<file path="config.mk">
export PLATFORM = sky130hd
export DESIGN_NAME = leb128_fetch
export DESIGN_NICKNAME = d
export VERILOG_FILES = /design/src/rtl/leb128_fetch.sv
export SDC_FILE = /design/constraint.sdc
export NUM_CORES = 1
export LEC_CHECK = 0
export BUFFER_PORTS_ARGS = -buffer_cell sky130_fd_sc_hd__buf_2
export CAP_MARGIN = 15
export CORE_ASPECT_RATIO = 0.75
export CORE_MARGIN = 2
export CORE_UTILIZATION = 45
export DETAILED_ROUTE_END_ITERATION = 8
export HOLD_SLACK_MARGIN = 0.1
export PLACE_DENSITY_LB_ADDON = 0.1
export SETUP_SLACK_MARGIN = 0.15
export SYNTH_ARGS = -nofsm -noshare
export SYNTH_HDL_FRONTEND = slang
export SYNTH_SLANG_ARGS = --single-unit
</file>
<file path="constraint.sdc">
create_clock -name clk -period 7.5 [get_ports clk]
set_input_delay 0.75 -clock clk [delete_from_list [all_inputs] [get_ports clk]]
set_output_delay 0.75 -clock clk [all_outputs]
set_load 0.1 [all_outputs]
</file>
<file path="src/rtl/leb128_fetch.sv">
// LEB128 decoder fetching one byte per ROM access (one-cycle read latency).
// Define LEB128_SIGNED_EN to honour is_signed (sign-extended decodes).
module leb128_fetch #(
    parameter int MEM_DEPTH = 4,
    parameter int MAX_BYTES = 10
) (
    input  logic                 clk,
    input  logic                 reset,
    input  logic                 start,
    input  logic [MEM_DEPTH:0]   start_addr,
    input  logic                 is_signed,
    output logic                 busy,
    output logic                 done,
    output logic [63:0]          value,
    output logic [3:0]           length,
    output logic [MEM_DEPTH:0]   next_addr,
    output logic [1:0]           error,
    output logic [MEM_DEPTH:0]   mem_addr,
    output logic [3:0]           mem_extra,
    input  logic [7:0]           mem_data,
    input  logic                 mem_error
);

    localparam int AW = MEM_DEPTH + 1;

    typedef enum logic [1:0] {IDLE, REQ, ACC, DONE} state_t;

    state_t         state_q, state_d;
    logic [AW-1:0]  addr_q, addr_d;
    logic [AW-1:0]  base_q, base_d;
    logic [63:0]    acc_q, acc_d;
    logic [3:0]     cnt_q, cnt_d;
    logic           sgn_q, sgn_d;
    logic [63:0]    value_q, value_d;
    logic [3:0]     len_q, len_d;
    logic [AW-1:0]  nxt_q, nxt_d;
    logic [1:0]     err_q, err_d;

    logic [6:0]     shamt;
    logic [63:0]    acc_new;
    logic [63:0]    ext_mask;
    logic           last_byte;

    // Payload of byte n lands at bit 7n; bits shifted past 63 fall off.
    assign shamt     = {3'd0, cnt_q} * 7'd7;
    assign acc_new   = acc_q | ({57'd0, mem_data[6:0]} << shamt);
    assign ext_mask  = ~64'd0 << (shamt + 7'd7);
    assign last_byte = (cnt_q == 4'(MAX_BYTES - 1));

    always_ff @(posedge clk or posedge reset) begin
        if (reset) begin
            state_q <= IDLE;
        end else begin
            state_q <= state_d;
        end
    end

    always_comb begin
        state_d = state_q;
        unique case (state_q)
            IDLE: if (start) state_d = REQ;
            REQ:  state_d = ACC;
            ACC: begin
                if (mem_error || !mem_data[7] || last_byte) begin
                    state_d = DONE;
                end else begin
                    state_d = REQ;
                end
            end
            DONE: state_d = IDLE;
            default: state_d = IDLE;
        endcase
    end

    always_comb begin
        busy = (state_q != IDLE);
        done = (state_q == DONE);
    end

    always_comb begin
        addr_d  = addr_q;
        base_d  = base_q;
        acc_d   = acc_q;
        cnt_d   = cnt_q;
        sgn_d   = sgn_q;
        value_d = value_q;
        len_d   = len_q;
        nxt_d   = nxt_q;
        err_d   = err_q;
        unique case (state_q)
            IDLE: begin
                if (start) begin
                    addr_d = start_addr;
                    base_d = start_addr;
                    acc_d  = '0;
                    cnt_d  = '0;
`ifdef LEB128_SIGNED_EN
                    sgn_d  = is_signed;
`else
                    sgn_d  = is_signed & 1'b0;
`endif
                end
            end
            ACC: begin
                if (mem_error) begin
                    value_d = acc_q;
                    len_d   = cnt_q;
                    nxt_d   = base_q + AW'(cnt_q);
                    err_d   = 2'd1;
                end else if (!mem_data[7]) begin
                    value_d = (sgn_q && mem_data[6]) ? (acc_new | ext_mask)
                                                     : acc_new;
                    len_d   = cnt_q + 4'd1;
                    nxt_d   = base_q + AW'(cnt_q) + AW'(1);
                    err_d   = 2'd0;
                end else if (last_byte) begin
                    value_d = acc_new;
                    len_d   = 4'(MAX_BYTES);
                    nxt_d   = base_q + AW'(MAX_BYTES);
                    err_d   = 2'd2;
                end else begin
                    acc_d  = acc_new;
                    cnt_d  = cnt_q + 4'd1;
                    addr_d = addr_q + AW'(1);
                end
            end
            default: ;
        endcase
    end

    // addr_q only moves on edges entering REQ, so mem_addr holds elsewhere.
    always_ff @(posedge clk or posedge reset) begin
        if (reset) begin
            addr_q  <= '0;
            base_q  <= '0;
            acc_q   <= '0;
            cnt_q   <= '0;
            sgn_q   <= 1'b0;
            value_q <= '0;
            len_q   <= '0;
            nxt_q   <= '0;
            err_q   <= '0;
        end else begin
            addr_q  <= addr_d;
            base_q  <= base_d;
            acc_q   <= acc_d;
            cnt_q   <= cnt_d;
            sgn_q   <= sgn_d;
            value_q <= value_d;
            len_q   <= len_d;
            nxt_q   <= nxt_d;
            err_q   <= err_d;
        end
    end

    assign mem_addr  = addr_q;
    assign mem_extra = 4'd0;
    assign value     = value_q;
    assign length    = len_q;
    assign next_addr = nxt_q;
    assign error     = err_q;

endmodule

</file>
# Yosys cells after proc, flatten, opt, wreduce, memory -nomap -nowiden
# Index checks and enable logic that the tools add are counted.
# op_classes
n_addsub,5
n_mul,1
n_eq_ne,9
shifts,1
n_mux,30
bitwise,1
n_reduce_logical,9
# ops
operator,n
$mux W64,7
$pmux W64 S2,1
$or A64 B64 Y64,1
$shl A7 B7 Y64,1
$mux W5,7
$mux W4,7
$add A5 B1 Y5 const B,2
$mux W2,5
$pmux W5 S2,1
$ne A2 B2 Y1 const B,4
$pmux W2 S4,1
$pmux W4 S2,1
$mul A4 B3 Y7 const B,1
$add A5 B4 Y5,1
$add A5 B4 Y5 const B,1
$reduce_and A5 Y1,1
$add A4 B1 Y4 const B,1
$eq A2 B2 Y1 const B,2
$eq A4 B4 Y1 const B,1
$reduce_and A2 Y1,2
$reduce_bool A2 Y1,2
$ne A3 B1 Y1 const B,1
$eq A2 B1 Y1 const B,1
$logic_not A2 Y1,1
2 further kinds,3
# totals
ff_bits,155
inputBits,18
output_inout_bits,86
word_cells,65

# Depth between registers and ports, before layout
# depth
depth_word,7
depth_mapped,10
ltp_nobuf,10

# Worst setup path before layout
# No wires, ideal clock.
# synth_timing
path_type,flip-flop to flip-flop
startpoint,reg cnt_q[0]
endpoint,"reg nxt_q[4], in the netlist next_addr[4]"
setup_time_ns,0.095
t_arrival_ns,1.915
required_time_ns,7.405
path_slack_ns,5.489
stages_incl_launch_ff,10
path_buffers,0
period_less_slack_ns,2.011
cell_sequence,dfrtp_1 -> ha_1 -> inv_1 -> fa_1 -> inv_1 -> ha_1 -> nor3b_1 -> mux2i_1 -> xnor2_1 -> o31ai_1
# synth_between
elab_chain_cells,4
word_cells_on_any_way,7
cone_classes,add/sub (2); eq/ne (2); mux (2); reduce/logical (1)
# synth_rtl
element,line,rtl
from (decl),32,"logic [3:0] cnt_q, cnt_d;"
from (signal assigned),147,cnt_q <= cnt_d;
$add A5 B4 Y5,"108, 114",
$add A5 B1 Y5,114,nxt_d = base_q + AW'(cnt_q) + AW'(1);
$mux W5,110,end else if (!mem_data[7]) begin
$mux W5,105,if (mem_error) begin
to (signal assigned),151,nxt_q <= nxt_d;
to (decl),36,"logic [AW-1:0] nxt_q, nxt_d;"
# Several ways; a longest one is shown, not always the timed one.
# A chain may end at the register's enable or synchronous reset.

# Worst setup path after layout
# layout_timing
startpoint,reg cnt_q[1]
endpoint,reg cnt_q[3]
# layout_between
elab_chain_cells,5
word_cells_on_any_way,8
cone_classes,add/sub (1); eq/ne (2); mux (4); reduce/logical (1)
# layout_rtl
element,line,rtl
$add A4 B1 Y4,123,cnt_d = cnt_q + 4'd1;
$mux W4,116,end else if (last_byte) begin
$mux W4,110,
$mux W4,105,
$pmux W4 S2,90,unique case (state_q)
# Several ways; a longest one is shown, not always the timed one. The select of a mux whose other input is x is not followed.

==> reports/metrics.cfg <==
[status]
status=finished, final reports clean

[die]
core_area_um2=14640
ioPinCount=104
die_h_um=110.7
die-area_um2=16200
die_w_um=146.3
rows=38
start_util_pct=46.67

[setup_path]
reg2reg_slack_ns=4.26
path_class=register to register
path_max_fanout=50
cp.arrival_ns=3.58
crit_required_ns=7.84
endpoint_kind=register
cp-start-kind=register
reg2reg_depth=8
rr_startpoint=cnt_q[1]
worstReg2RegEnd=cnt_q[3]

[final_layout]
diodes=0
drive_above_1_share_pct=17.52
fin_nets=854
syn2layout_area_growth_pct=17.28
multiInputGateArea_um2=2713
register_area_um2=3879
fillers=1374

[clock_network]
htreeDepth=4
clk_pin_slew_ns=0.06
numCtsBuffers=17
cts_resized=0
clock_path_buffers=2
cts.sinks=155
cts_tree=yes
ctsHoldBuffers=0
cts_setup_buffers=0
ctsRootBufferMaster=clkbuf_16
clk_latency_ns=0.42

[sta]
tns_ns=0
fin_ws_ns=4.263
worst_slew_pin_slew_ns=0.9468
finalHoldViolations=0
grt_setup_unrepaired=no
slew_headroom_pct=36.65
fmaxAchievable_mhz=308.9
setup_viol=0
slew_violations=0
period_share_pct=43.16
clock_skew_ns=0.008898
min_period_ns=3.237

[synthesis]
synth-compound-area-share_pct=13.27
ys_async_sr_fraction_pct=100.0
ys_seq_area_share_pct=56.76
synthAdderAreaFrac_pct=1.941
synthMuxAreaShare_pct=1.391
synth-seq-cells=155
yosys.area.top_type=dfrtp_1
synth_top_area_share_pct=56.76
syn_inst=746
synth_common_cells=155 x dfrtp_1, 147 x nand2_1, 118 x nor2_1
ys_warn_count=0
synth_edf_count=0
synth_area_per_cell_um2=9.161
synth_top_family_by_area=simple AND/OR/NAND/NOR gates
synth-simple-area-share_pct=21.68
synth_xor_area_share_pct=0.7689
ys_types=52
ys_top_cells_by_area=dfrtp_1 57%, nand2_1 8.1%, a21oi_1 6.6%, nor2_1 6.5%, nand3_1 2.8%
synth.most_common_cell=dfrtp_1
synth_area_um2=6834
synthFlopType=dfrtp_1

[job]
maxCapViolCount=0

[drt]
drcViolationCount=0
wl_per_cell_um=16.97
via_count=5584
drtIter0Drc=487
routed_wirelength_mm=17.64
ant_nets=0
viasPerCell=5.374
dr.pass1.iters=4

[hold_path]
min_path_type=primary input to async pin

[global_route]
grt_first_pass_wirelength_mm=29.34
grt_pass1_vias=5511
grt_max_degree=85
antenna_found_initial=0
grt_overflow=0
grt_usage_pct=22.77

[placed_design]
port_buffers=98
dp_hpwl_mm=11.27
dp_slack_ns=4.161
globalplace.congestion=0.8279

==> worst max path at each step <==
| stage | startpoint | endpoint | slack [ns] | cells past startpoint |
|---|---|---|---|---|
| after detailed placement | mem_error | cnt_q[3] | 4.16 | 7 |
| after global placement | mem_error | cnt_q[3] | 4.23 | 7 |
| after floorplan | reset | acc_q[0] | 2.57 | 1 |
| after CTS | cnt_q[1] | cnt_q[3] | 4.25 | 8 |
| final | cnt_q[1] | cnt_q[3] | 4.26 | 8 |
| after global routing | cnt_q[1] | cnt_q[3] | 4.04 | 8 |
==> logic make-up (layout without fill, tap and decap cells) <==
kind of cell / Yosys count / after routing
adders and majority gates: 10 / 10
DFF: 155 / 155
buffers and inverters: 61 / 151
and+or+nand+nor: 347 / 347
AOI/OAI and AO/OA: 157 / 157
muxes: 9 / 9
other: 1 / 4
xor gates and xnor gates: 6 / 6
==> stage by stage <==
| step | instance area [um2] | cells | hold WS, ns | utilization (%) |
|---|---|---|---|---|
| 6_report | 8015 | 1039 | 0.4396 | 54.73 |
| 5_1_grt | 8015 | 1039 | 0.4824 | 54.73 |
| 4_1_cts | 7983 | 1037 | 0.4604 | 54.51 |
| 3_5_place_dp | 7427 | 1005 | 0.4556 | 50.72 |
| 3_3_place_gp | 7427 | 1005 | 0.4517 | 50.72 |
| 2_1_floorplan | 6845 | 749 | 0.4623 | - |
==> cell usage in the layout (no fill, tap or decap), types with 5 or more instances in the layout <==
cell       netlist  final
ha_1             9      9
nand2_1        147    147
o22ai_1         18     18
a21oi_1         90     90
o21ai_0         24     24
nor2_1         118    118
mux2i_1          5      5
dfrtp_1        155    155
buf_4            5      5
clkbuf_1        19      6
clkbuf_16        0     17
nand2b_1         5      5
a22oi_1          8      8
nor3_1           8      8
buf_2           21     99
and2_1           9      9
nand3_1         38     38
clkinv_2         0      5
inv_1           14     13
==> worst max-delay path, stage by stage, from the launching register on <==
cell	delay [ns]
dfrtp_1	0.52
inv_1	0.21
ha_1	0.22
inv_1	0.26
a2bb2oi_4	0.71
buf_4	0.63
nand2_1	0.13
or3_1	0.36
o21ai_1	0.07
==> routing by layer <==
metal  part of all wire, %  routed length (um)  track usage (%)
met3                   5.2                 921            4.239
met2                    46                8118            34.56
met1                    48                8392            33.38
met4                   1.2                 203            7.055
met5                     0                   0                0
==> flip-flops by register name, indices dropped and copies added (netlist names) <==
name,count
state_q,2
value,64
length,4
next_addr,5
cnt_q,4
acc_q,64
error,2
base_q,5
mem_addr,5
==> cell type report <==
| class | instances | area share, % |
|---|---|---|
| flip-flops and latches | 155 | 48.39 |
| multi-input cells | 533 | 33.84 |
| repair buffers | 105 | 6.993 |
| clock buffers | 24 | 5.760 |
| well taps | 200 | 3.122 |
| clock inverters | 8 | 1.171 |
| inverters | 14 | 0.7181 |
Power is left out: the tool's default activity adds up to more than one toggle a clock period on the data nets, which glitch-free logic cannot reach.
